### config.mk
export PLATFORM = sky130hd
export DESIGN_NAME = aidan_mcnay_debounce
export DESIGN_NICKNAME = d
export VERILOG_FILES = /design/src/rtl/aidan_mcnay_debounce.sv
export SDC_FILE = /design/constraint.sdc
export NUM_CORES = 1
export LEC_CHECK = 0
export CORE_AREA = 5 5 42 44
export CTS_CLUSTER_DIAMETER = 150
export DETAILED_ROUTE_END_ITERATION = 8
export DIE_AREA = 0 0 47 49
export PLACE_DENSITY = 0.42
export SETUP_SLACK_MARGIN = 0.2
export SYNTH_ARGS = -nofsm -noshare
export SYNTH_HDL_FRONTEND = slang
export SYNTH_SLANG_ARGS = --single-unit
### constraint.sdc
create_clock -name clk -period 2 [get_ports clk]
set_clock_uncertainty 0.15 [all_clocks]
set_input_delay 0.4 -clock clk [delete_from_list [all_inputs] [get_ports clk]]
set_output_delay 0.4 -clock clk [all_outputs]
set_load 0.02 [all_outputs]
### src/rtl/aidan_mcnay_debounce.sv
// Two-flop synchroniser followed by a stability counter: out_signal only
// follows the synchronised input once it has held a new level for STABLE_CYCLES edges.
module aidan_mcnay_debounce #(
  parameter int unsigned STABLE_CYCLES = 16,
  parameter logic        RESET_VALUE   = 1'b0
) (
  input  logic clk,
  input  logic rst_n,
  input  logic in_signal,
  output logic out_signal,
  output logic settling
);

  localparam int unsigned   CW   = $clog2(STABLE_CYCLES + 1);
  localparam logic [CW-1:0] LAST = CW'(STABLE_CYCLES - 1);

  typedef enum logic {
    IDLE     = 1'b0,
    COUNTING = 1'b1
  } state_e;

  logic          sync1, sync2;
  logic [CW-1:0] cnt, cnt_nxt;
  logic          out_nxt;
  state_e        state;

  // Plain flop pair; nothing may sit between them.
  always_ff @(posedge clk or negedge rst_n) begin
    if (!rst_n) begin
      sync1 <= RESET_VALUE;
      sync2 <= RESET_VALUE;
    end else begin
      sync1 <= in_signal;
      sync2 <= sync1;
    end
  end

  always_ff @(posedge clk or negedge rst_n) begin
    if (!rst_n) begin
      cnt        <= '0;
      out_signal <= RESET_VALUE;
    end else begin
      cnt        <= cnt_nxt;
      out_signal <= out_nxt;
    end
  end

  // State is implied by the registers; any reversion drops the partial count.
  always_comb begin
    cnt_nxt = '0;
    out_nxt = out_signal;
    state   = (sync2 != out_signal) ? COUNTING : IDLE;
    case (state)
      COUNTING: begin
        if (cnt == LAST) out_nxt = sync2;
        else             cnt_nxt = cnt + CW'(1);
      end
      default: ;
    endcase
  end

  assign settling = (sync2 != out_signal);

endmodule

==> results.toml, run 1 <==
[critical_path]
path_class = "flip-flop to output port"
cp-start-kind = "flip-flop"
end_kind = "output port"
worst_ep_required_time_ns = 1.45
crit_arrival_ns = 1.11
cp_max_fo = 4

[cts]
htree_levels = 1
cts_hold_buf = 0
path_clk_slew_ns = 0.05
cts-root-buf = "clkbuf_4"
insertion_delay_ns = 0.25
clkSinkCount = 8
ctsLongestPathBuffers = 2
numCtsBuffers = 3
cts_tree = "built"

[timing]
fin_crit_sh = 0.831
max_slew.worst_pin.slew_ns = 0.343
maxSlewViolCount = 0
hold_violations = 0
slew_headroom = 0.771
setup_viol = 0
setup_tns_ns = 0
worst_slack_ns = 0.337
rsz0062_at_grt = "no"
clock.fmax_ghz = 0.601
min_period_ns = 1.66

[placed_design]
io_buffers = 4
place_congestion = 0.644
hpwlAfterDp_um = 413
dp_slack_ns = 0.151

[routing]
drc = 0
vias = 181
totalWireLength_um = 486
ant_nets = 0
vias_per_cell = 3.93
wire_per_inst_um = 10.6
first_iter_violations = 2
drt_first_pass_iters = 2

[power]
p_total_uw = 314
p_per_area_nw_per_um2 = 799
irDropWorstVdd_mv = 0.268
p_leak_uw = 0.000201

[logic_synthesis]
ys_warn_count = 0
synth.cell_area_um2 = 317
synth.avg_cell_area_um2 = 13.8
yosys.cell_types.count = 13
syn_inst = 23
yosysSeqAreaShare = 0.632
syn_nets = 27
synth_seq_cells = 8

[job]
cap_viol_max_count = 0

[global_routing]
grt_antenna_before_repair = 0
grt_max_degree = 9
grt-ovfl-total = 0
grt_pass1_vias = 201
grt_pass1_wl_um = 924
track_usage = 0.0624

[layout]
num-fill-cells = 161
layout_commonest_cell = "dfrtp_1"
multi_input_area_um2 = 113
nets = 36
final_util = 0.280
seq_area_um2 = 200
area_growth_pct = 24.1
final_cell_mix = "dfrtp_1, nor2_1, clkbuf_4"
diodes = 0
drive_gt1_frac = 0.300

[hold_path]
hold_class = "flip-flop to flip-flop"

[floorplan]
start_util = 0.226
io_pins = 5
die_x_um = 47
dieArea_um2 = 2300
coreArea_um2 = 1400
die_h_um = 49
fp-row-count = 14

[run_status]
outcome = "complete, no violations"
final timing paths:
kind / startpoint / end / slack, ns / cells after the start
setup reg to reg: cnt[0] / out_signal / 0.62 / 4
max in group asynchronous: rst_n / cnt[1] / 1.17 / 1
min in group asynchronous: rst_n / sync2 / 0.27 / 1
hold reg to reg: sync1 / sync2 / 0.18 / 0
setup / recovery: out_signal / settling / 0.34 / 2
hold / removal: sync1 / sync2 / 0.18 / 0
Yosys cell counts (all sizes together):
library cell | n | area, µm²
inv | 1 | 3.75
nand3 | 2 | 15.0
ha | 1 | 12.5
nor2 | 4 | 17.5
xor2 | 3 | 33.8
dfrtp | 8 | 200
and2 | 1 | 7.51
mux2 | 1 | 11.3
o21ai | 1 | 8.76
and3 | 1 | 6.26
state kept, by name, indices dropped and copies added, names as in the netlist:
signal	count
cnt	5
sync1	1
sync2	1
out_signal	1
routing by layer:
metal | vias to the layer above | global-route usage | share of wire
met2 | 5 | 0.0792 | 0.49
met3 | 2 | 0.0443 | 0.078
met1 | 86 | 0.0719 | 0.39
li1 | 88 | - | -
met5 | - | 0 | 0
met4 | 0 | 0.0415 | 0.035
stage by stage:
stage          hold slack, ns  std cells  instance area, µm²
3_5_place_dp            0.186         43                 377
4_1_cts                 0.187         46                 397
5_1_grt                 0.203         46                 393
6_report                0.184         46                 393
2_1_floorplan         -0.0456         23                 317
3_3_place_gp            0.183         43                 377
cell type report:
cell class / count / share of cell area
clock buffer: 3 / 0.0573
timing repair buffer: 4 / 0.0860
inverter: 1 / 0.00955
tap: 16 / 0.0510
sequential: 8 / 0.510
multi-input combinational: 14 / 0.287
repair_timing:
| item | 4_1_cts | 5_1_grt |
|---|---|---|
| resized for setup | 2 | 2 |
| pin swaps | 0 | 0 |
| setup buffers | 0 | 0 |
| endpoints found under the setup margin | 2 | 1 |
report_power, final:
part | total (µW) | internal (µW) | switching [µW] | leakage [µW]
combinational | 20.8 | 9.85 | 10.9 | 0.0000824
sequential | 174 | 169 | 5.07 | 0.000105
clock | 119 | 68.4 | 50.4 | 0.0000138
worst max-delay path: stages, from the launching register on:
cell and delay [ns]:
dfrtp_1 0.41, xor2_2 0.24, clkbuf_2 0.21
cells by family after synthesis:
family          Yosys count  share of synthesized area
flops                     8                      0.632
fa+ha+maj                 1                     0.0395
mux                       1                     0.0356
simple gates              8                      0.146
buf+inv                   1                     0.0118
xor+xnor                  3                      0.107
compound gates            1                     0.0277
Power figures use the tool's default switching activity.
==> run 2, diff against run 1 <==
- PLACE_DENSITY: 0.42 -> 0.43
- clock period: 2 -> 1.41 ns (I/O delays scaled with it)
==> results.toml, run 2 (same netlist as run 1, synthesis figures left out) <==
[run_status]
outcome = "finished with violations"
violations = "negative setup slack"

[cts]
insertion_delay_ns = 0.25
cts_tree = "built"
numCtsBuffers = 3
cts_hold_buf = 0
htree_levels = 1
path_clk_slew_ns = 0.05
clkSinkCount = 8
cts-root-buf = "clkbuf_4"
ctsLongestPathBuffers = 2

[global_routing]
grt_pass1_wl_um = 834
track_usage = 0.0597
grt-ovfl-total = 0
grt_antenna_before_repair = 0
grt_pass1_vias = 197
grt_max_degree = 9

[timing]
slew_headroom = 0.757
fin_crit_sh = 1.01
clock.fmax_ghz = 0.706
max_slew.worst_pin.slew_ns = 0.364
setup_tns_ns = -0.00709
hold_violations = 0
min_period_ns = 1.42
worst_slack_ns = -0.00709
rsz0062_at_grt = "yes"
setup_viol = 1
maxSlewViolCount = 0

[routing]
wire_per_inst_um = 10.7
totalWireLength_um = 558
drc = 0
drt_first_pass_iters = 2
first_iter_violations = 1
ant_nets = 0
vias_per_cell = 4.10
vias = 213

[critical_path]
cp-start-kind = "flip-flop"
end_kind = "output port"
cp_max_fo = 2
worst_ep_required_time_ns = 0.98
path_class = "flip-flop to output port"
crit_arrival_ns = 0.99

[power]
clkPwrFrac = 0.366
intPower_uw = 367
swShare = 0.226
irDropWorstVdd_mv = 0.317
power_frac_seq = 0.527
p_leak_uw = 0.000231
p_per_area_nw_per_um2 = 943
power_frac_comb = 0.106
switching_power_uw = 107

[job]
cap_viol_max_count = 0

[floorplan]
coreArea_um2 = 1400
die_h_um = 49
die_x_um = 47
dieArea_um2 = 2300
fp-row-count = 14
io_pins = 5
start_util = 0.226

[placed_design]
hpwlAfterDp_um = 389
place_area_um2 = 402
place_congestion = 0.644
io_buffers = 4
dp_slack_ns = -0.200

[layout]
final_cell_mix = "dfrtp_1, buf_6, clkbuf_4, buf_4"
num-fill-cells = 155
regMostFlops = "cnt"
largest_register_ffs = 5
diodes = 0
final_util = 0.359
fin_area_um2 = 503
layout_commonest_cell = "dfrtp_1"
drive_gt1_frac = 0.556
area_growth_pct = 58.9
nets = 42

[hold_path]
hold_class = "input port to async pin"
## run 2: through the flow
stage,power [µW],hold WS [ns],cells
after detailed placement,286,0.199,46
after CTS,480,0.156,51
after floorplan,267,-0.164,23
after global placement,285,0.192,46
final,474,0.155,52
after global routing,502,0.172,52
## run 2: worst max-delay path, stage by stage, from the launching register on
cell and delay (ns):
dfrtp_1 0.40, xor2_2 0.19, buf_6 0.14
## run 2: repair_timing
item | in CTS | in global routing
endpoints found under the setup margin | 7 | 8
gates resized for setup | 19 | 4
buffers inserted | 2 | 1
pin swaps | 2 | 2
## run 2: worst paths after layout
| check | startpoint | to | slack (ns) | depth (start not counted) |
|---|---|---|---|---|
| min in group clk | sync1 | sync2 | 0.20 | 0 |
| min reg2reg | sync1 | sync2 | 0.20 | 0 |
| min | rst_n | sync2 | 0.16 | 1 |
| max in group asynchronous | rst_n | cnt[3] | 0.69 | 1 |
| max reg2reg | cnt[1] | out_signal | 0.07 | 4 |
| max | out_signal | settling | -0.007 | 2 |
## run 2: power groups by stage
stage | combinational (µW) | clock (µW) | sequential, µW
detailed placement | 34.8 | 0 | 251
floorplan | 17.4 | 0 | 250
global placement | 34.2 | 0 | 250
finish | 50.4 | 174 | 250
CTS | 44.6 | 188 | 247
global route | 55.4 | 196 | 251
## run 2: per-layer routing
metal  track usage  share of wire
met3        0.0332          0.054
met2        0.0792           0.51
met4        0.0829          0.065
met1        0.0497           0.37
met5             0              0
## run 2: final cells by class
class | instances | area, µm² | area share
timing repair buffer | 10 | 98.8 | 0.197
multi-input combinational | 14 | 158 | 0.313
inverter | 1 | 3.75 | 0.00746
clock buffer | 3 | 22.5 | 0.0448
tap | 16 | 20.0 | 0.0398
sequential | 8 | 200 | 0.398
==> edit: new RTL, settings of run 1 <==
Reset style: synchronous (`rst_n`), changed in 2 clocked blocks.
--- a/src/rtl/aidan_mcnay_debounce.sv
+++ b/src/rtl/aidan_mcnay_debounce.sv
@@ -25,7 +25,7 @@
   state_e        state;
 
   // Plain flop pair; nothing may sit between them.
-  always_ff @(posedge clk or negedge rst_n) begin
+  always_ff @(posedge clk) begin
     if (!rst_n) begin
       sync1 <= RESET_VALUE;
       sync2 <= RESET_VALUE;
@@ -35,7 +35,7 @@
     end
   end
 
-  always_ff @(posedge clk or negedge rst_n) begin
+  always_ff @(posedge clk) begin
     if (!rst_n) begin
       cnt        <= '0;
       out_signal <= RESET_VALUE;
Behaviour: differs if rst_n is asserted again (counterexample within 4 cycles, from zero or initial values and one cycle with rst_n low); with rst_n held inactive, the same outputs for 10 cycles.
==> edit against run 1 <==
- routed wire length is 9.7% lower
- cell area is 7.0% lower
- register-to-register slack worse by 0.14 ns
- power is 6.3% lower
- sequential cell count stayed put
- worst setup slack better by 0.036 ns
- area after synthesis is 8.7% lower
- global-route usage is 0.95 points lower
==> edit: results (changes against run 1) <==
[metrics] Critical Path Max Stage Delay: 0.37 ns (-0.04 ns)
[metrics] Pre-Repair DR Iteration Count: 1 (-1)
[metrics] largest vdd supply drop: 0.000268 V (-0.30%)
[metrics] complex-gate fraction of the synthesized area: 0 (-0.0277)
[metrics] GR met2 Demand/Resource: 0.0566 (-0.0226)
[metrics] vias: 189 (+4.4%)
[metrics] multiplexer fraction of the synthesized cell area: 0.0346 (-0.000941)
[metrics] met3 capacity usage during global routing: 0.0369 (-0.00738)
[metrics] most frequent cells after synthesis: 8 x sky130_fd_sc_hd__dfxtp_1, 5 x sky130_fd_sc_hd__nor2_1
[metrics] synthesized area divided by synthesized cell count: 10.7 um2 (-22%)
[metrics] number of placed instances with taps included: 47 (+9.3%)
[metrics] global placement routability congestion: 0.693 (+7.6%)
[metrics] global-route wire length before repair: 765 um (-17%)
[metrics] hold path startpoint: sync1$_SDFF_PN0_
[metrics] worst slack after detailed placement: 0.208 ns (+0.0571 ns)
[metrics] pin count of the biggest net entering global routing: 6 (-3)
[metrics] number of global-route vias before repair: 179 (-11%)
[metrics] global-route met1 utilization: 0.0552 (-0.0167)
[metrics] dominant cells by area after synthesis: sky130_fd_sc_hd__dfxtp_1 55%, sky130_fd_sc_hd__ha_1 8.7%, sky130_fd_sc_hd__nor2_1 6.5%
[metrics] hold endpoint: sync2$_SDFF_PN0_
[metrics] arrival time at the worst endpoint: 1.08 ns (-0.03 ns)
[metrics] top routing layer in use: met3
[metrics] share of cells above drive strength 1: 0.147 (-0.153)
[metrics] largest fanout on the critical path: 3 (-1)
[metrics] launch point of the worst reg-to-reg path: cnt[0]$_SDFF_PP0_
[metrics] Global Route Usage Sum: 0.0529 (-0.00952)
[metrics] critical path's slowest cell: sky130_fd_sc_hd__dfxtp_1
[metrics] R2R cell count: 5 (+1)
[metrics] endpoint of the worst-slack reg-to-reg timing path: cnt[3]$_SDFF_PP0_
[metrics] met3 WL post-DR: 33 um (-13%)
[metrics] outcome: completed
[metrics] post-synthesis async set-or-reset flop share: 0 (-1.00)
[metrics] net count after synthesis: 32 (+19%)
[metrics] distinct cell type count after synthesis: 12 (-1)
[metrics] half-perimeter wire length after placement: 325 um (-21%)
[metrics] leakage power summed over all cells: 0.153 nW (-24%)
[metrics] drt first-iter violations: 0 (-2)
==> edit: power breakdown <==
| group | switching, mW | internal (mW) |
|---|---|---|
| clock | 0.0515 | 0.0684 |
| sequential | 0.00120 | 0.162 |
| combinational | 0.00475 | 0.00603 |
| total | 0.0574 | 0.237 |
==> edit: worst max path at each step <==
stage                                        from        to  slack [ns]
after global routing      out_signal$_SDFFE_PN0P_  settling        0.28
after floorplan           out_signal$_SDFFE_PN0P_  settling        0.54
after global placement           sync2$_SDFF_PN0_  settling        0.25
after CTS                 out_signal$_SDFFE_PN0P_  settling        0.20
after detailed placement  out_signal$_SDFFE_PN0P_  settling        0.21
final                     out_signal$_SDFFE_PN0P_  settling        0.37
==> edit: layout make-up <==
type                            instances  share of cell area
Clock buffer                            3              0.0616
Inverter                                2              0.0205
Tap cell                               16              0.0548
Multi-Input combinational cell         17               0.332
Timing Repair Buffer                    4              0.0925
Sequential cell                         8               0.438
==> edit: through the flow <==
step / instance area, um2 / hold WS, ns
floorplan: 289 / 0.262
global placement: 349 / 0.270
detailed placement: 349 / 0.282
CTS: 369 / 0.302
global route: 365 / 0.312
finish: 365 / 0.298
==> edit: critical path, delay by kind of cell (launching register included) <==
family	cells	cell delay [ns]
xor gates and xnor gates	1	0.24
buffers and inverters	1	0.22
DFF	1	0.37
==> edit: cell families (layout without fill, tap and decap cells) <==
kind of cell,Yosys count,after routing
xor+xnor,3,3
fa+ha+maj,2,2
mux,1,1
flops,8,8
buf+inv,2,9
simple gates,11,11
==> edit: what timing repair did <==
action | 4_1_cts | 5_1_grt
hold endpoints to repair | 0 | 0
gates cloned | 0 | 0
endpoints found under the setup margin | 2 | 1
resized for setup | 2 | 2
